===== src/rtl/mips_pkg.sv =====
// Shared widths and constants for the MIPS pipeline register file and its trace.
package mips_pkg;
  localparam int          REG_ADDR_W = 5;
  localparam int          NUM_REGS   = 32;
  localparam int          DATA_W     = 32;
  localparam logic [31:0] PC_STEP    = 32'd4;
  localparam logic [4:0]  ZERO_REG   = 5'd0;

  typedef logic [REG_ADDR_W-1:0] reg_addr_t;
  typedef logic [DATA_W-1:0]     data_t;
endpackage


===== src/rtl/grf_trace.sv =====
// Registered write-trace record and commit counter, updated on every commit edge.
module grf_trace
  import mips_pkg::*;
(
  input  logic      clk,
  input  logic      reset,
  input  logic      commit,
  input  data_t     pc4,
  input  reg_addr_t addr,
  input  data_t     data,
  output logic      trace_valid,
  output data_t     trace_pc,
  output reg_addr_t trace_addr,
  output data_t     trace_data,
  output data_t     write_count
);

  logic      valid_q, valid_d;
  data_t     pc_q, pc_d;
  reg_addr_t addr_q, addr_d;
  data_t     data_q, data_d;
  data_t     count_q, count_d;

  // Fields other than the valid pulse hold their last committed record.
  always_comb begin
    valid_d = 1'b0;
    pc_d    = pc_q;
    addr_d  = addr_q;
    data_d  = data_q;
    count_d = count_q;
    if (commit) begin
      valid_d = 1'b1;
      pc_d    = pc4 - PC_STEP;
      addr_d  = addr;
      data_d  = data;
      count_d = count_q + 32'd1;
    end
  end

  always_ff @(posedge clk or negedge reset) begin
    if (!reset) begin
      valid_q <= 1'b0;
      pc_q    <= '0;
      addr_q  <= '0;
      data_q  <= '0;
      count_q <= '0;
    end else begin
      valid_q <= valid_d;
      pc_q    <= pc_d;
      addr_q  <= addr_d;
      data_q  <= data_d;
      count_q <= count_d;
    end
  end

  assign trace_valid = valid_q;
  assign trace_pc    = pc_q;
  assign trace_addr  = addr_q;
  assign trace_data  = data_q;
  assign write_count = count_q;

endmodule


===== src/rtl/grf.sv =====
// Two-read/one-write register file with same-cycle write bypass and commit trace.
module grf
  import mips_pkg::*;
(
  input  logic      clk,
  input  logic      reset,
  input  logic      RegWrite_W,
  input  reg_addr_t A3_W,
  input  data_t     WD_W,
  input  data_t     PC4_W,
  input  reg_addr_t A1,
  input  reg_addr_t A2,
  output data_t     RD1,
  output data_t     RD2,
  output logic      trace_valid,
  output data_t     trace_pc,
  output reg_addr_t trace_addr,
  output data_t     trace_data,
  output data_t     write_count
);

  logic  commit;
  data_t regs_q [NUM_REGS];
  data_t regs_d [NUM_REGS];

  // Writes to $0 are dropped everywhere: storage, bypass, trace and count.
  assign commit = RegWrite_W && (A3_W != ZERO_REG);

  always_comb begin
    regs_d = regs_q;
    if (commit) regs_d[A3_W] = WD_W;
  end

  always_ff @(posedge clk or negedge reset) begin
    if (!reset) begin
      for (int i = 0; i < NUM_REGS; i++) regs_q[i] <= '0;
    end else begin
      regs_q <= regs_d;
    end
  end

  // Bypass uses the live writeback inputs, so it also works while reset is low.
  assign RD1 = (A1 == ZERO_REG) ? '0 :
               (commit && (A3_W == A1)) ? WD_W : regs_q[A1];
  assign RD2 = (A2 == ZERO_REG) ? '0 :
               (commit && (A3_W == A2)) ? WD_W : regs_q[A2];

  grf_trace u_trace (
    .clk         (clk),
    .reset       (reset),
    .commit      (commit),
    .pc4         (PC4_W),
    .addr        (A3_W),
    .data        (WD_W),
    .trace_valid (trace_valid),
    .trace_pc    (trace_pc),
    .trace_addr  (trace_addr),
    .trace_data  (trace_data),
    .write_count (write_count)
  );

endmodule

===== config.mk =====
export PLATFORM = sky130hd
export DESIGN_NAME = grf
export DESIGN_NICKNAME = d
export VERILOG_FILES = /design/src/rtl/mips_pkg.sv /design/src/rtl/grf_trace.sv /design/src/rtl/grf.sv
export SDC_FILE = /design/constraint.sdc
export NUM_CORES = 2
export LEC_CHECK = 0
export ABC_AREA = 0
export CAP_MARGIN = 20
export CORE_ASPECT_RATIO = 1.5
export CORE_MARGIN = 4
export CORE_UTILIZATION = 56
export DETAILED_ROUTE_END_ITERATION = 16
export PLACE_DENSITY = 0.76
export SYNTH_ARGS = -nofsm -noshare
export SYNTH_HDL_FRONTEND = slang
export SYNTH_SLANG_ARGS = --single-unit

===== constraint.sdc =====
create_clock -name clk -period 5.21 [get_ports clk]
set_clock_uncertainty 0.1 [all_clocks]
set_input_delay 1.3025 -clock clk [delete_from_list [all_inputs] [get_ports clk]]
set_output_delay 1.3025 -clock clk [all_outputs]
set_load 0.02 [all_outputs]

# Word level (Yosys, flattened, before mapping)
# Index checks and enable logic that the tools add are counted.
dict set report word_totals {
  regBits 1126
  latch_bits 0
  mem_bits_rw 0
  romBits 0
  inputBits 82
  out_inout_bits 166
  wordCells 69
  n_memories 0
}
dict set report op_classes {
  add_sub_neg 2
  n_mul 0
  div 0
  magnitude_cmp 4
  n_eq_ne 2
  n_shift 0
  mux 14
  bitwise 3
  reduce_logical 7
}
# op count
set ops {}
lappend ops {{1024-bit bitwise mux} 1}
lappend ops {{32-bit binary-select mux with 5-bit select} 2}
lappend ops {{32-bit two-way mux} 9}
lappend ops {{32-bit demux with 5-bit select} 1}
lappend ops {{32-bit by 1-bit adder with 32-bit output, second input constant} 1}
lappend ops {{32-bit by 3-bit subtractor with 32-bit output, second input constant} 1}
lappend ops {{6-bit >= comparator, second input constant} 3}
lappend ops {{5-bit inverter with 6-bit output} 3}
lappend ops {{5-bit equality test} 2}
lappend ops {{5-bit zero test} 2}
lappend ops {{6-bit by 1-bit less-than comparator with 1-bit output, second input constant} 1}
lappend ops {{5-bit nonzero test} 1}
lappend ops {{1-bit logical AND} 4}
lappend ops {{1-bit two-way mux} 1}

# Longest topological paths before layout
dict set report depth {
  word_depth 6
  mapped_depth 10
  mapped_depth_nobuf 7
}

# Cells and area by module
# From an unflattened synthesis, not the netlist that was laid out.
dict set report hier_totals {
  hier_cells 4264
  hier_area_um2 59648.5
}
# module instances cells_each area_per_inst_um2
set modules_own_cells {}
lappend modules_own_cells {grf 1 3883 55171.7}
lappend modules_own_cells {grf_trace 1 381 4476.8}

# Least setup slack after synthesis
# Ideal clock, no wire load.
dict set report synth_timing {
  kind {input to output}
  startpoint {input port A2[0]}
  endpoint {output port RD2[11]}
  arrival_time_ps 3223
  slack_ps 584
  cell_stages 7
  path_buffers 4
  path_cell_list {buf_2 buf_6 buf_2 buf_2 mux4_2 a221oi_1 o21ai_0}
}
dict set report synth_between {
  elab_chain_len 6
  word_cells_on_any_way 9
  classes_between {eq/ne: 1; mux: 5; bitwise: 1; reduce/logical: 2}
}
# element line
set synth_rtl {}
lappend synth_rtl {{from (decl)} grf.sv:12} ;# input reg_addr_t A2,
lappend synth_rtl {{5-bit inverter with 6-bit output (not written as such)} grf.sv:46} ;# (commit && (A3_W == A2)) ? WD_W : regs_q[A2];
lappend synth_rtl {{32-bit binary-select mux with 5-bit select} grf.sv:46}
lappend synth_rtl {{32-bit two-way mux (not written as such) (2 in series)} grf.sv:46}
lappend synth_rtl {{32-bit two-way mux} grf.sv:46}
lappend synth_rtl {{32-bit two-way mux (*)} grf.sv:45} ;# assign RD2 = (A2 == ZERO_REG) ? '0 :
lappend synth_rtl {{to (decl)} grf.sv:14} ;# output data_t RD2,
# Every way passes the cells marked *; elsewhere a longest branch is shown, timed or not. The select of a mux whose other input is x is not followed.

# Worst setup path after layout
dict set report layout_timing {
  startpoint {input port RegWrite_W}
  endpoint {output port RD2[15]}
}
dict set report layout_between {
  elab_chain_len 4
}
# element line
set layout_rtl {}
lappend layout_rtl {{from (decl)} grf.sv:7} ;# input logic RegWrite_W,
lappend layout_rtl {{1-bit logical AND} grf.sv:27} ;# assign commit = RegWrite_W && (A3_W != ZERO_REG);
lappend layout_rtl {{1-bit logical AND} grf.sv:46}
lappend layout_rtl {{32-bit two-way mux} grf.sv:46}
lappend layout_rtl {{32-bit two-way mux} grf.sv:45}
# Every way passes these cells.

==> results.md <==
- Run status: finished with violations
- Violated checks: negative setup slack
- Die area: ~110,000 um^2
- Slew Limit Headroom: between 20% and 30%
- Vias in the first global route: 44,870
- Nets@finish: around 4,700
- CTS clk-pin slew, worst paths: 60 ps
- Most frequent cell after synthesis: dfrtp_1
- Ports: approximately 250
- Most frequent cells after synthesis: dfrtp_1, mux2_2, mux4_2, clkbuf_1, nand2_1
- Slew @ Worst Pin: roughly 1100 ps
- Data required, critical path: about 3800 ps
- Largest area contributor in the netlist: dfrtp_1
- Post-synthesis sequential area ratio: 47.77%
- Clock Latency Late Sink: approximately 740 ps
- Average cell area after synthesis: between 10 and 15 um^2
- Syn Nets: approximately 4,300
- Top cells by area, synth: dfrtp_1, mux2_2, mux4_2
- Layout cells sized above 1: a little under half
- Area added between synthesis and finish: 18.52%
- CP Buf/Inv Count: 7
- Ys async rst share: 100.0%
- PD cells: between 300 and 400 nW/um^2
- FP Rows: between 100 and 150
- Post-synth EDFFs: 0
- Worst R2R End: u_trace.write_count[29]
- Tcrit/Tclk final: 100.7%
- CTS Hold Bufs: 0
- Worst min-delay path startpoint: regs_q[1018]
- Reg2reg start: u_trace.write_count[5]
- First-pass DRT Iterations: 7
- CP arrival: 3850 ps
- Hold Crit Class: flop to flop
- Critical-path cell list: clkdlybuf4s50_1, nand4_1, buf_6, buf_4, buf_4, o21ai_4, buf_8, buf_6, a21oi_1, a211o_1, buf_12
- Maximum capacitance violations: 0
- Crit-path leading delay family: buffers and inverters
- Post-synth top area share: 47.77%
- Gr usage total: 37.69%
- Starting density of the core: between 50% and 60%
- Reg2Reg Setup Slack: around 2700 ps
- Largest net degree at the start of global routing: ~110
- FF-to-FF path depth: 5
- Max clock buf depth: 3
- RSZ-0062 raised after global routing: yes
- Critical Path End Type: output port
- Inserted Clock Buffers: 109
- Avg WL per Cell: 34.68 um
- Initial antenna violation count: 10
- Crit path time final: approximately 5200 ps
- Routability congestion estimate: 0.9585
- Post-synthesis register bit count: between 1,000 and 1,500
- Mapped Cells: roughly 4,200
- Most used DFF post-synth: dfrtp_1
- CP peak stage delay: between 600 and 700 ps
- Area of the mapped netlist: between 50,000 and 60,000 um^2
- H-tree levels: 3
- Final Hold Viols: 0
- Clock root cell: clkbuf_16
- Total length of routed wires: ~210,000 um
- Final slew viol count: 0
- Placed wire-length estimate: around 140,000 um
- Die Ht: just over 400 um
- GRT overflow: 0
- Count of buffers from port buffering: 247
- Max IR drop VDD: between 0.2 and 0.3 mV
- Final core utilization: approximately 67%
- Total power: around 0.026 W
- Global-route wire length before repair: between 300,000 and 400,000 um
- Crit Path Max Fanout: 4
- Fmax: around 190 MHz
- Worst setup margin: -38.54 ps
- Worst path slowest cell: clkdlybuf4s50_1
- Antenna-violating nets left: 0
- Hold Path Stages: 0
- Via Count: about 43,000
- Die Wd: ~270 um
- Synth warn: 0
- Setup violators final: 2
- Cell variety after synth: 64
- Hold path endpoint: regs_q[1018]
- DRC violations left: 0
- 1st-iter DRT viols: 5,493
- WS Path Type: input pin to output port
- Core ar.: 104,300 um^2
- Leak pwr: 30.69 nW
- TritonCTS clock tree: done
- Clock sinks: 1,126
- Vias per cell: roughly 7.1
- Setup crit start kind: input pin
==> power breakdown <==
group          switching (W)  internal [W]  total (W)
Combinational        0.00259       0.00327    0.00586
Sequential           0.00123        0.0103     0.0116
Clock                0.00369       0.00495    0.00864
==> how the worst max path moves through the flow <==
stage                     startpoint       to  slack, ps  depth (start not counted)
final                     RegWrite_W  RD2[15]        -40                         11
after global routing         A3_W[0]   RD2[3]        -10                         10
after CTS                    A3_W[4]  RD1[22]          1                         10
after detailed placement     A3_W[2]  RD2[13]       -520                          9
after global placement       A3_W[2]  RD2[13]       -530                          9
after floorplan                A2[0]  RD2[11]        580                          7
==> area by class of cell <==
type | count | area, um^2
fill | 7353 | 34410
multi-input combinational | 2594 | 29140
sequential | 1126 | 28180
timing repair buffer | 705 | 6838
clock buffer | 153 | 3123
tap | 1396 | 1747
clock inverter | 48 | 753.2
inverter | 30 | 112.6
antenna | 7 | 17.52
==> layout by cell type, fill, tap and decap left out, types with 30 or more instances in the layout <==
| master | Yosys | final |
|---|---|---|
| a22oi_1 | 70 | 70 |
| dfrtp_1 | 1126 | 1126 |
| buf_4 | 15 | 390 |
| o22ai_1 | 72 | 72 |
| nand3_1 | 35 | 30 |
| mux4_2 | 421 | 421 |
| clkdlybuf4s50_1 | 0 | 168 |
| nor2_1 | 58 | 35 |
| o21ai_0 | 72 | 65 |
| nand2_1 | 234 | 220 |
| mux2i_1 | 172 | 172 |
| xnor2_1 | 39 | 38 |
| buf_12 | 0 | 75 |
| clkbuf_16 | 0 | 111 |
| a221oi_1 | 37 | 37 |
| mux2_2 | 1021 | 1021 |
| a21oi_1 | 38 | 38 |
==> repair_timing <==
action | 4_1_cts | 5_1_grt
buffers inserted | 9 | 11
pin swaps | 6 | 5
gates resized for setup | 117 | 49
setup endpoints to repair | 54 | 28
gates cloned | 0 | 2
==> cells by family after synthesis <==
| group | share of synthesized area (%) |
|---|---|
| compound gates | 5.801 |
| xor+xnor | 0.9800 |
| fa+ha+maj | 0.04242 |
| buf+inv | 3.430 |
| flops | 47.77 |
| mux | 38.49 |
| simple gates | 3.492 |
==> layer usage <==
metal  wire (um)  vias up  track usage [%]
met3       23930      956            11.15
met1       72380    22580            46.23
li1            -    16770                -
met4       16820        8            25.58
met2       96920     2900            58.02
met5          53        -                0
==> through the flow <==
step,TNS (ps),setup WS [ps],hold WS (ps),instances,cell area [um^2]
finish,-41.06,-38.54,296.8,6059,69910
global route,-15.28,-10.06,309.1,6055,69900
CTS,0,1.121,297.9,6040,69680
detailed placement,-10510,-518.2,283.3,5830,65690
global placement,-10400,-533.8,276.3,5830,65690
floorplan,0,584.2,341.3,4201,58990
==> sequential cells by signal, indices dropped and copies added (netlist names) <==
register / cells
u_trace.trace_pc: 32
u_trace.trace_valid: 1
u_trace.write_count: 32
regs_q: 1024
u_trace.trace_data: 32
u_trace.trace_addr: 5
==> worst reg2reg max path, stage by stage (launching register included) <==
cell and delay (ps):
dfrtp_1 450, nand4_1 320, nor4_1 750, nand3b_1 350, nor3_1 260, xor2_1 170
(Power assumes the default switching activity.)
